==> config.mk <==
export PLATFORM = sky130hd
export DESIGN_NAME = countdown_seg
export DESIGN_NICKNAME = d
export VERILOG_FILES = /design/src/rtl/countdown_seg_pkg.sv /design/src/rtl/countdown_seg_seg_decode.sv /design/src/rtl/countdown_seg.sv
export SDC_FILE = /design/constraint.sdc
export NUM_CORES = 1
export LEC_CHECK = 0
export CAP_MARGIN = 0
export CELL_PAD_IN_SITES_DETAIL_PLACEMENT = 1
export CELL_PAD_IN_SITES_GLOBAL_PLACEMENT = 1
export CORE_UTILIZATION = 48
export CTS_CLUSTER_SIZE = 40
export DETAILED_ROUTE_END_ITERATION = 16
export PLACE_DENSITY = 0.84
export SETUP_SLACK_MARGIN = 0.15
export SLEW_MARGIN = 20
export SYNTH_ARGS = -nofsm -noshare
export SYNTH_HDL_FRONTEND = slang
export SYNTH_HIERARCHICAL = 1
export SYNTH_SLANG_ARGS = --single-unit
export TNS_END_PERCENT = 30
==> constraint.sdc <==
create_clock -name i_clk -period 3.55 [get_ports i_clk]
set_clock_uncertainty 0.15 [all_clocks]
set_input_delay 0.71 -clock i_clk [delete_from_list [all_inputs] [get_ports i_clk]]
set_output_delay 0.71 -clock i_clk [all_outputs]
set_load 0.02 [all_outputs]
==> src/rtl/countdown_seg_pkg.sv <==
// Shared types, segment patterns and BCD helpers for the countdown display.
package countdown_seg_pkg;

  typedef enum logic [1:0] {
    ST_IDLE  = 2'd0,
    ST_RUN   = 2'd1,
    ST_PAUSE = 2'd2,
    ST_DONE  = 2'd3
  } state_t;

  // Active-low patterns ordered {g,f,e,d,c,b,a}.
  localparam logic [6:0] SEG_0     = 7'b1000000;
  localparam logic [6:0] SEG_1     = 7'b1111001;
  localparam logic [6:0] SEG_2     = 7'b0100100;
  localparam logic [6:0] SEG_3     = 7'b0110000;
  localparam logic [6:0] SEG_4     = 7'b0011001;
  localparam logic [6:0] SEG_5     = 7'b0010010;
  localparam logic [6:0] SEG_6     = 7'b0000010;
  localparam logic [6:0] SEG_7     = 7'b1111000;
  localparam logic [6:0] SEG_8     = 7'b0000000;
  localparam logic [6:0] SEG_9     = 7'b0010000;
  localparam logic [6:0] SEG_BLANK = 7'b1111111;
  localparam logic [6:0] SEG_ZERO  = SEG_0;

  // Decrement a packed BCD value by one; zero digits borrow to 9.
  function automatic logic [15:0] bcd_dec(input logic [15:0] v);
    logic [15:0] r;
    logic        borrow;
    r      = v;
    borrow = 1'b1;
    for (int i = 0; i < 4; i++) begin
      if (borrow) begin
        if (v[i*4 +: 4] == 4'd0) begin
          r[i*4 +: 4] = 4'd9;
        end else begin
          r[i*4 +: 4] = v[i*4 +: 4] - 4'd1;
          borrow      = 1'b0;
        end
      end
    end
    return r;
  endfunction

  // Force any non-decimal nibble down to 9.
  function automatic logic [15:0] bcd_clamp(input logic [15:0] v);
    logic [15:0] r;
    r = v;
    for (int i = 0; i < 4; i++) begin
      if (v[i*4 +: 4] > 4'd9) r[i*4 +: 4] = 4'd9;
    end
    return r;
  endfunction

endpackage

==> src/rtl/countdown_seg_seg_decode.sv <==
// Combinational BCD to active-low seven-segment decoder with blanking.
module seg_decode
  import countdown_seg_pkg::*;
(
  input  logic [3:0] i_bcd,
  input  logic       i_blank,
  output logic [6:0] o_seg
);

  always_comb begin
    o_seg = SEG_BLANK;
    if (!i_blank) begin
      case (i_bcd)
        4'd0:    o_seg = SEG_0;
        4'd1:    o_seg = SEG_1;
        4'd2:    o_seg = SEG_2;
        4'd3:    o_seg = SEG_3;
        4'd4:    o_seg = SEG_4;
        4'd5:    o_seg = SEG_5;
        4'd6:    o_seg = SEG_6;
        4'd7:    o_seg = SEG_7;
        4'd8:    o_seg = SEG_8;
        4'd9:    o_seg = SEG_9;
        default: o_seg = SEG_BLANK;
      endcase
    end
  end

endmodule

==> src/rtl/countdown_seg.sv <==
// BCD countdown timer with a multiplexed seven-segment display.
// o_state and o_count expose the FSM state and count for observation.
module countdown_seg
  import countdown_seg_pkg::*;
#(
  parameter int DIGITS   = 2,
  parameter int TICK_DIV = 100000000,
  parameter int SCAN_DIV = 100000,
  parameter bit BLANK_LZ = 1'b1
) (
  input  logic                  i_clk,
  input  logic                  i_rst_n,
  input  logic                  i_load,
  input  logic [4*DIGITS-1:0]   i_preset,
  input  logic                  i_start,
  input  logic                  i_pause,
  output logic [6:0]            o_seg,
  output logic [DIGITS-1:0]     o_an,
  output logic                  o_expired,
  output logic                  o_running,
  output state_t                o_state,
  output logic [4*DIGITS-1:0]   o_count
);

  localparam int CW = 4 * DIGITS;
  localparam int TW = (TICK_DIV > 1) ? $clog2(TICK_DIV) : 1;
  localparam int SW = (SCAN_DIV > 1) ? $clog2(SCAN_DIV) : 1;
  localparam int DW = (DIGITS > 1) ? $clog2(DIGITS) : 1;

  state_t          r_state;
  logic [CW-1:0]   r_count;
  logic [TW-1:0]   r_presc;
  logic            r_expired;
  logic            r_running;
  logic [SW-1:0]   r_scan;
  logic [DW-1:0]   r_digit;
  logic [DIGITS-1:0] r_an;
  logic [6:0]      r_seg;

  logic [15:0]     w_dec16;
  logic [15:0]     w_clamp16;
  logic [CW-1:0]   w_dec;
  logic [CW-1:0]   w_clamp;
  logic            w_wrap;
  logic            w_count_zero;
  logic [DIGITS-1:0] w_lz;
  logic [3:0]      w_cur;
  logic            w_cur_lz;
  logic            w_blank;
  logic [6:0]      w_seg;

  assign w_dec16      = bcd_dec(16'(r_count));
  assign w_clamp16    = bcd_clamp(16'(i_preset));
  assign w_dec        = w_dec16[CW-1:0];
  assign w_clamp      = w_clamp16[CW-1:0];
  assign w_wrap       = (r_presc == TW'(TICK_DIV - 1));
  assign w_count_zero = (r_count == '0);

  always_ff @(posedge i_clk or negedge i_rst_n) begin
    if (!i_rst_n) begin
      r_state   <= ST_IDLE;
      r_count   <= '0;
      r_presc   <= '0;
      r_expired <= 1'b0;
      r_running <= 1'b0;
    end else if (i_load) begin
      r_state   <= ST_IDLE;
      r_count   <= w_clamp;
      r_presc   <= '0;
      r_expired <= 1'b0;
      r_running <= 1'b0;
    end else begin
      case (r_state)
        ST_IDLE: begin
          if (i_start) begin
            r_presc <= '0;
            if (w_count_zero) begin
              r_state   <= ST_DONE;
              r_expired <= 1'b1;
            end else begin
              r_state   <= ST_RUN;
              r_running <= 1'b1;
            end
          end
        end
        ST_RUN: begin
          // A wrap always decrements, even when pause arrives on the same cycle.
          if (w_wrap) begin
            r_presc <= '0;
            r_count <= w_dec;
            if (w_dec == '0) begin
              r_state   <= ST_DONE;
              r_expired <= 1'b1;
              r_running <= 1'b0;
            end else if (i_pause) begin
              r_state   <= ST_PAUSE;
              r_running <= 1'b0;
            end
          end else if (i_pause) begin
            r_state   <= ST_PAUSE;
            r_running <= 1'b0;
          end else begin
            r_presc <= r_presc + 1'b1;
          end
        end
        ST_PAUSE: begin
          if (!i_pause) begin
            r_state   <= ST_RUN;
            r_running <= 1'b1;
          end
        end
        ST_DONE: begin
          r_expired <= 1'b1;
        end
        default: begin
          r_state   <= ST_IDLE;
          r_running <= 1'b0;
        end
      endcase
    end
  end

  // w_lz[i] is set when digit i and every digit above it are zero.
  always_comb begin
    logic acc;
    acc  = 1'b1;
    w_lz = '0;
    for (int i = DIGITS - 1; i >= 0; i--) begin
      acc     = acc & (r_count[i*4 +: 4] == 4'd0);
      w_lz[i] = acc;
    end
  end

  always_comb begin
    w_cur    = 4'd0;
    w_cur_lz = 1'b0;
    for (int i = 0; i < DIGITS; i++) begin
      if (r_digit == DW'(i)) begin
        w_cur    = r_count[i*4 +: 4];
        w_cur_lz = w_lz[i];
      end
    end
  end

  assign w_blank = BLANK_LZ && (r_digit != '0) && w_cur_lz;

  seg_decode u_seg_decode (
    .i_bcd   (w_cur),
    .i_blank (w_blank),
    .o_seg   (w_seg)
  );

  // Digit enable and segments are registered from the same index so they change together.
  always_ff @(posedge i_clk or negedge i_rst_n) begin
    if (!i_rst_n) begin
      r_scan  <= '0;
      r_digit <= '0;
      r_an    <= '1;
      r_seg   <= SEG_BLANK;
    end else begin
      if (r_scan == SW'(SCAN_DIV - 1)) begin
        r_scan  <= '0;
        r_digit <= (r_digit == DW'(DIGITS - 1)) ? '0 : r_digit + 1'b1;
      end else begin
        r_scan <= r_scan + 1'b1;
      end
      r_an  <= ~(DIGITS'(1) << r_digit);
      r_seg <= w_seg;
    end
  end

  assign o_seg     = r_seg;
  assign o_an      = r_an;
  assign o_expired = r_expired;
  assign o_running = r_running;
  assign o_state   = r_state;
  assign o_count   = r_count;

endmodule
==> impl_summary.md, run 1 <==
Critical path
The data arrival time of the critical path is 2.76 ns. By startpoint and endpoint, the worst setup path is classified as reg2reg. The element type at the critical path start is a flop. The logic depth of the worst register-to-register path is 7.

The endpoint identified for the worst register-to-register timing path is r_presc[26]. The kind of end point of the critical path is a flop. The largest fanout on the critical path is 11. The worst register-to-register path begins at o_state[1]. The required time of the worst setup path is 3.67 ns. The minimum setup slack among reg-to-reg paths is 0.91 ns.

Timing
The clock period could shrink to 2.64 ns. At the pin with the least slew margin, the transition time is 0.800 ns. The worst path uses 74.4% of the clock period. The final worst hold slack is 0.293 ns. The count of endpoints failing hold in the final timing report is 0. The number of setup violations in the final report is 0. Once routing completed, OpenROAD measured the worst setup slack at 0.910 ns. Adding up every negative setup slack in the final design gives 0 ns. Derived from the worst setup path, the maximum achievable clock frequency is 0.379 GHz.

Setup repair after global routing left no endpoint under its margin. The count of pins over their slew limit is 0. The worst pin sits at a relative slew slack of 46.7%.

Logic synthesis
The post-synthesis instance total is 403. After synthesis, the most frequently instantiated cells are 57 x dfrtp_1, 34 x nor2_1, 27 x a21oi_1. The distinct cell type count of the synthesized netlist is 52. The yosys synthesis warning count is 6.

The mean instance size in the synthesized netlist is 9.48 um^2. The largest total area in the synthesized netlist belongs to dfrtp_1. Among all flip-flop cells after synthesis, the most frequent one is dfrtp_1.

The sequential area share after synthesis is 43.5%. Counting flops and latches in the post-synthesis netlist gives 66. The proportion of synthesized flip-flops having asynchronous set or reset is 100%. Summing every instance area after synthesis gives 0.00382 mm^2. The count of flip-flops with a built-in enable after synthesis is 0. The most numerous cell in the Yosys netlist is dfrtp_1. The top cell type by area accounts for 37.3% of the synthesized area. The number of nets in the synthesized netlist is 427. After synthesis, the cell types taking the most area are dfrtp_1 37%, dfstp_2 6.2%, ha_1 3.6%, a21oi_1 3.5%, xnor2_1 3.4%.

Global route
Global routing used 25.1% of the available tracks across all layers. The number of antenna violations at the first check in global routing is 0. Global routing finished with a remaining overflow of 0. The via count of the first global-routing pass is 3392.

The first global-routing pass estimated 16500 um of wire. Entering global routing, the biggest net connects 37 pins.

Clocking
TritonCTS built the clock tree. In this run the clock root is driven by a clkbuf_8. Clock tree synthesis inserted a total of 9 buffers. The maximum level of the CTS H-tree is 3. Clock tree synthesis found a total of 66 sinks. The insertion delay to the later sink of the worst-skew pair is 0.35 ns.

Hold repair after CTS inserted 0 buffers. Clock-pin slew was measured on the worst setup and hold paths at 0.07 ns. Post-CTS repair changed the size of 0 cells. After clock tree synthesis, the setup repair step added 0 buffers. The buffer depth of the longest clock path is 2.

Detailed routing
Dividing the detail-routed wire length by the instance count gives 17.9 um. The first detailed-routing pass ran for 4 iterations. The total via count in the routed design is 3248. The residual antenna-violating net count after detailed routing is 0. In the routed layout, each cell is associated on average with a via count of 5.96. The DRC violation total after the first TritonRoute iteration is 119.

The final layout contains routed wiring with a total length of 9760 um. The final routed DRC violation total is 0.

Min path
The path class of the tightest hold or removal check is in2async.

Die
34 I/O pins were placed. The die boundary height is 91.2 um. Measured along the x axis, the die boundary spans 91.2 um. The core box area is 0.00773 mm^2. The number of placement rows is 32.

The die covers 0.00832 mm^2. The effective utilization at floorplan is 49.5%.

Layout
The share of layout cells above drive strength 1 is 10.8%. The total inserted antenna cells is 0. The layout net count is 462. The fraction of the core area covered by cells at the end of the flow is 57.7%. The layout has 888 filler cells. Compared with the post-synthesis result, the final layout area differs by 16.7%.

Power and ir drop
The worst supply voltage drop on vdd is 0.224 mV. The leakage power of the design is 1.76 nW. The power density normalized to cell area is 466 mW/mm^2. The total power is 2.08 mW.

Placed design
Summed over all nets, the half-perimeter wirelength after detailed placement is 6990 um. The count of buffers inserted at the top-level ports is 33. The routability congestion estimate is 0.832. OpenSTA, run right after detailed placement, puts the worst setup slack at 0.696 ns.

Status
The run finished with clean final reports.

Run
Across the run, the number of max-cap violations was 0.
-- power by group --
part           internal [mW]  switching (mW)
Combinational          0.207           0.316
Sequential             0.801          0.0456
Clock                  0.417           0.294
Total                   1.42           0.656
-- registers in the layout, summed over array words and instances, names as in the netlist --
register / flops
o_an: 2
r_presc: 27
o_state: 2
o_seg: 7
o_count: 8
r_scan: 17
o_running: 1
o_expired: 1
r_digit: 1
-- metal layers --
layer / track usage, % / wire length [um]
met5: 0 / 0
met4: 8.07 / 137
met3: 4.44 / 220
met2: 43.2 / 4900
met1: 32.0 / 4500
-- layout make-up --
class,count,area (um^2),share of cell area (%)
timing repair buffer,40,378,8.47
clock buffer,12,145,3.25
inverter,12,45.0,1.01
multi-input combinational,309,2030,45.4
tap,102,128,2.86
sequential,66,1660,37.3
clock inverter,4,76.3,1.71
-- logic make-up (layout without fill, tap and decap cells) --
family / after synthesis / after routing / share of synthesized area, %
AOI/OAI and AO/OA: 89 / 89 / 14.4
xor gates and xnor gates: 28 / 28 / 6.42
adders and majority gates: 11 / 11 / 3.60
buffers and inverters: 28 / 68 / 3.47
DFF: 66 / 66 / 43.5
muxes: 13 / 13 / 3.57
and+or+nand+nor: 168 / 168 / 25.0
-- layout by cell type, fill, tap and decap left out, drive strengths merged, types with 13 or more instances in the layout --
cell type / Yosys / routed
a21oi: 29 / 29
clkdlybuf4s50: 0 / 32
dfrtp: 57 / 57
nand2: 24 / 24
nand3: 19 / 19
nand4: 14 / 14
nor2: 34 / 34
o21ai: 24 / 24
xnor2: 15 / 15
xor2: 13 / 13
-- worst max-delay path: stages, from the launching register on --
cell and delay, ns:
dfrtp_1 0.44, inv_1 0.12, ha_1 0.38, mux2i_1 0.20, a211oi_1 0.35, o2111ai_1 0.33
or3_1 0.45, a21oi_1 0.14
-- stage by stage --
step                std cells  instance area, um^2
floorplan                 403                 3820
global placement          529                 4240
detailed placement        529                 4240
CTS                       545                 4460
global route              545                 4460
finish                    545                 4460
-- worst max-delay path by stage --
stage | slack (ns) | to | startpoint | cells past startpoint
global placement | 0.76 | r_presc[26] | i_start | 6
global route | 0.63 | r_presc[26] | o_state[1] | 7
detailed placement | 0.70 | r_presc[26] | i_load | 6
floorplan | 1.21 | r_presc[26] | i_load | 7
CTS | 0.93 | r_presc[26] | o_state[1] | 7
finish | 0.91 | r_presc[26] | o_state[1] | 7
Note: power is estimated with default switching activity, not from simulation.
==> run 2, diff against run 1 <==
- CORE_UTILIZATION: 48 -> 45
- PLACE_DENSITY: 0.84 -> 0.79
- clock period: 3.55 -> 2.7 ns (I/O delays scaled with it)
==> impl_summary.md, run 2 (synthesized netlist as in run 1, its figures left out) <==
Status
The run finished with clean final reports.

Timing
The post-layout minimum cycle time is 2.53 ns (-0.106 ns). The count of pins over their slew limit is 0 (unchanged). The number of setup violations in the final report is 0 (unchanged). Setup repair after global routing could not meet its margin everywhere. The worst path setup slack after routing is 0.165 ns (-0.744 ns). The transition time of the tightest slew-check pin is 0.587 ns (-0.213 ns). The count of endpoints failing hold in the final timing report is 0 (unchanged). The maximum achievable frequency is 0.395 GHz (+4.2%). The setup total negative slack is 0 ns (unchanged). The relative slew slack is 60.8% (+14 points). The final cycle utilization of the critical path was 93.9% (+20 points).

Die
The effective utilization at floorplan is 46.5% (-2.9 points). The number of placement rows is 33 (+3.1%). The die width is 94.2 um (+3.2%). The I/O pin count is 34 (unchanged). The die boundary height is 94.2 um (+3.2%). The full die area is 0.00887 mm^2 (+6.5%). The core box area was 0.00822 mm^2 (+6.3%).

Placed design
The detailed placement HPWL is 7120 um (+1.9%). The worst slack after detailed placement was 0.0651 ns (-0.631 ns). The post-detailed-placement cell area is 0.00435 mm^2 (+2.7%). The routability congestion estimate is 0.797 (-4.2%). The count of buffers inserted at the top-level ports is 33 (unchanged).

Clocking
The CTS tree is built. The number of sinks driven by the clock tree is 66 (unchanged). The count of hold buffers inserted by post-cts repair is 0 (unchanged). The insertion delay to the later sink of the worst-skew pair is 0.36 ns (about the same).

The maximum level of the CTS H-tree came to 3 (unchanged). Clock tree synthesis selected as its root buffer the cell clkbuf_8. The clock-pin slew on the worst setup and hold paths is 0.08 ns (about the same).

The buffer depth of the longest clock path is 2 (unchanged). The number of buffers created by CTS is 9 (unchanged).

Layout
The post-route cell area came to 0.00460 mm^2 (+3.0%). The total inserted antenna cells is 0 (unchanged). The layout net count was 476 (+3.0%).

The top register by number of flip-flops is r_presc. The share of layout cells above drive strength 1 is 14.4% (+3.6 points). From synthesis to final layout, the design area changed by 20.3%. The number of flip-flops in the largest register came to 27 (unchanged).

The top cell types in the final layout, fill and taps aside, are 57 x dfrtp_1, 34 x nor2_1, 32 x clkdlybuf4s50_1. The library cell used most frequently in the layout, excluding fill and tap cells, is dfrtp_1. The number of filler cells placed in the layout was 941 (+6.0%).

Critical path
Walking the worst path, the cells encountered are ha_1, nand4_1, nor3_4, a21oi_2, buf_4, or4_1, a21oi_1. The worst setup path is of the reg2reg kind. Grouping stages by cell kind, the critical path spends the most delay in simple AND/OR/NAND/NOR gates.

The largest stage delay on the critical path is 0.48 ns (+0.03 ns). The element type at the critical path start is a flop. The cell type of the slowest stage on the worst timing path is or4_1. The largest fanout on the critical path was 20 (+9).

The buffer and inverter count on the worst path is 1 (unchanged). The data arrival time of the critical path is 2.66 ns (-0.10 ns). The required time of the worst setup path is 2.83 ns (-0.84 ns). The kind of end point of the critical path is a flop.

Detailed routing
The final routed wirelength across all metal layers was 9910 um (+1.6%). The residual antenna-violating net count after detailed routing came to 0 (unchanged). The final routed DRC violation total is 0 (unchanged).

The total via count in the routed design came to 3313 (+2.0%). The DRC violation total after the first TritonRoute iteration was 102 (-14%). The iteration count of the initial detailed-routing pass is 4 (unchanged). The average wire length per cell after detail routing is 17.6 um (-1.5%). The detail-routed via count per cell is 5.90 (-1.1%).

Min path
In this run the worst hold path is classified as in2async.

Global route
The maximum number of pins on one net before global-route repair is 31 (-16%). The final global-route overflow total is 0 (unchanged). The number of antenna violations at the first check in global routing is 0 (unchanged). The via count of the first global-routing pass is 3433 (+1.2%). The overall track demand over capacity in global routing came to 24.3% (-0.86 points). The global-route wire length before repair was 16600 um (+0.25%).

Run
The max-capacitance violation count is 0 (unchanged).

Power and ir drop
The power density normalized to cell area came to 614 mW/mm^2 (+32%). The worst supply voltage drop on vdd is 0.270 mV (+21%). The leakage power of the design was 1.83 nW (+4.2%).
-- run 2: final cells by class --
class | instances | area, um^2 | share of cell area (%)
clock buffers | 9 | 124 | 2.69
well taps | 105 | 131 | 2.86
flip-flops and latches | 66 | 1660 | 36.2
inverters | 12 | 45.0 | 0.980
repair buffers | 54 | 495 | 10.8
clock inverters | 7 | 101 | 2.20
multi-input cells | 309 | 2040 | 44.3
-- run 2: worst paths after layout --
check | start | end | slack, ns | cells after the start
min in group i_clk | r_scan[0] | r_scan[0] | 0.34 | 1
worst max register to register | r_presc[0] | r_presc[5] | 0.17 | 7
max in group asynchronous | i_rst_n | o_an[1] | 1.62 | 2
worst min-delay path | i_rst_n | r_presc[5] | 0.02 | 1
worst min register to register | r_scan[0] | r_scan[0] | 0.34 | 1
worst max-delay path | r_presc[0] | r_presc[5] | 0.17 | 7
-- run 2: timing repair --
action,in CTS,in global routing
buffers inserted,0,1
gates resized for setup,0,2
setup endpoints to repair,0,10
-- run 2: per-stage QoR --
| step | instances | util [%] | hold slack [ns] | power, mW |
|---|---|---|---|---|
| after CTS | 561 | 55.7 | 0.0343 | 2.85 |
| after floorplan | 403 | - | 0.0944 | 1.57 |
| final | 562 | 55.9 | 0.0245 | 2.82 |
| after global placement | 545 | 53.0 | 0.323 | 1.84 |
| after global routing | 562 | 55.9 | 0.0492 | 2.96 |
| after detailed placement | 545 | 53.0 | 0.331 | 1.86 |
-- run 2: worst register-to-register path: stages (launching register included) --
cell and delay, ns:
dfrtp_1 0.43, ha_1 0.25, nand4_1 0.29, nor3_4 0.38, a21oi_2 0.09, buf_4 0.21
or4_1 0.48, a21oi_1 0.18
-- run 2: routing by layer --
metal	vias up	share of wire (%)	global-route usage [%]	wire, um
li1	1578	-	-	-
met1	1669	47	31.1	4610
met2	53	49	40.5	4870
met3	13	2.8	4.13	273
met4	0	1.6	9.49	155
met5	-	0	0	0
-- run 2: power by group --
part | switching, mW | internal (mW) | leakage (nW) | total [mW]
Combinational | 0.432 | 0.307 | 0.869 | 0.739
Sequential | 0.0593 | 1.05 | 0.859 | 1.11
Clock | 0.443 | 0.528 | 0.106 | 0.971
Total | 0.934 | 1.89 | 1.83 | 2.82
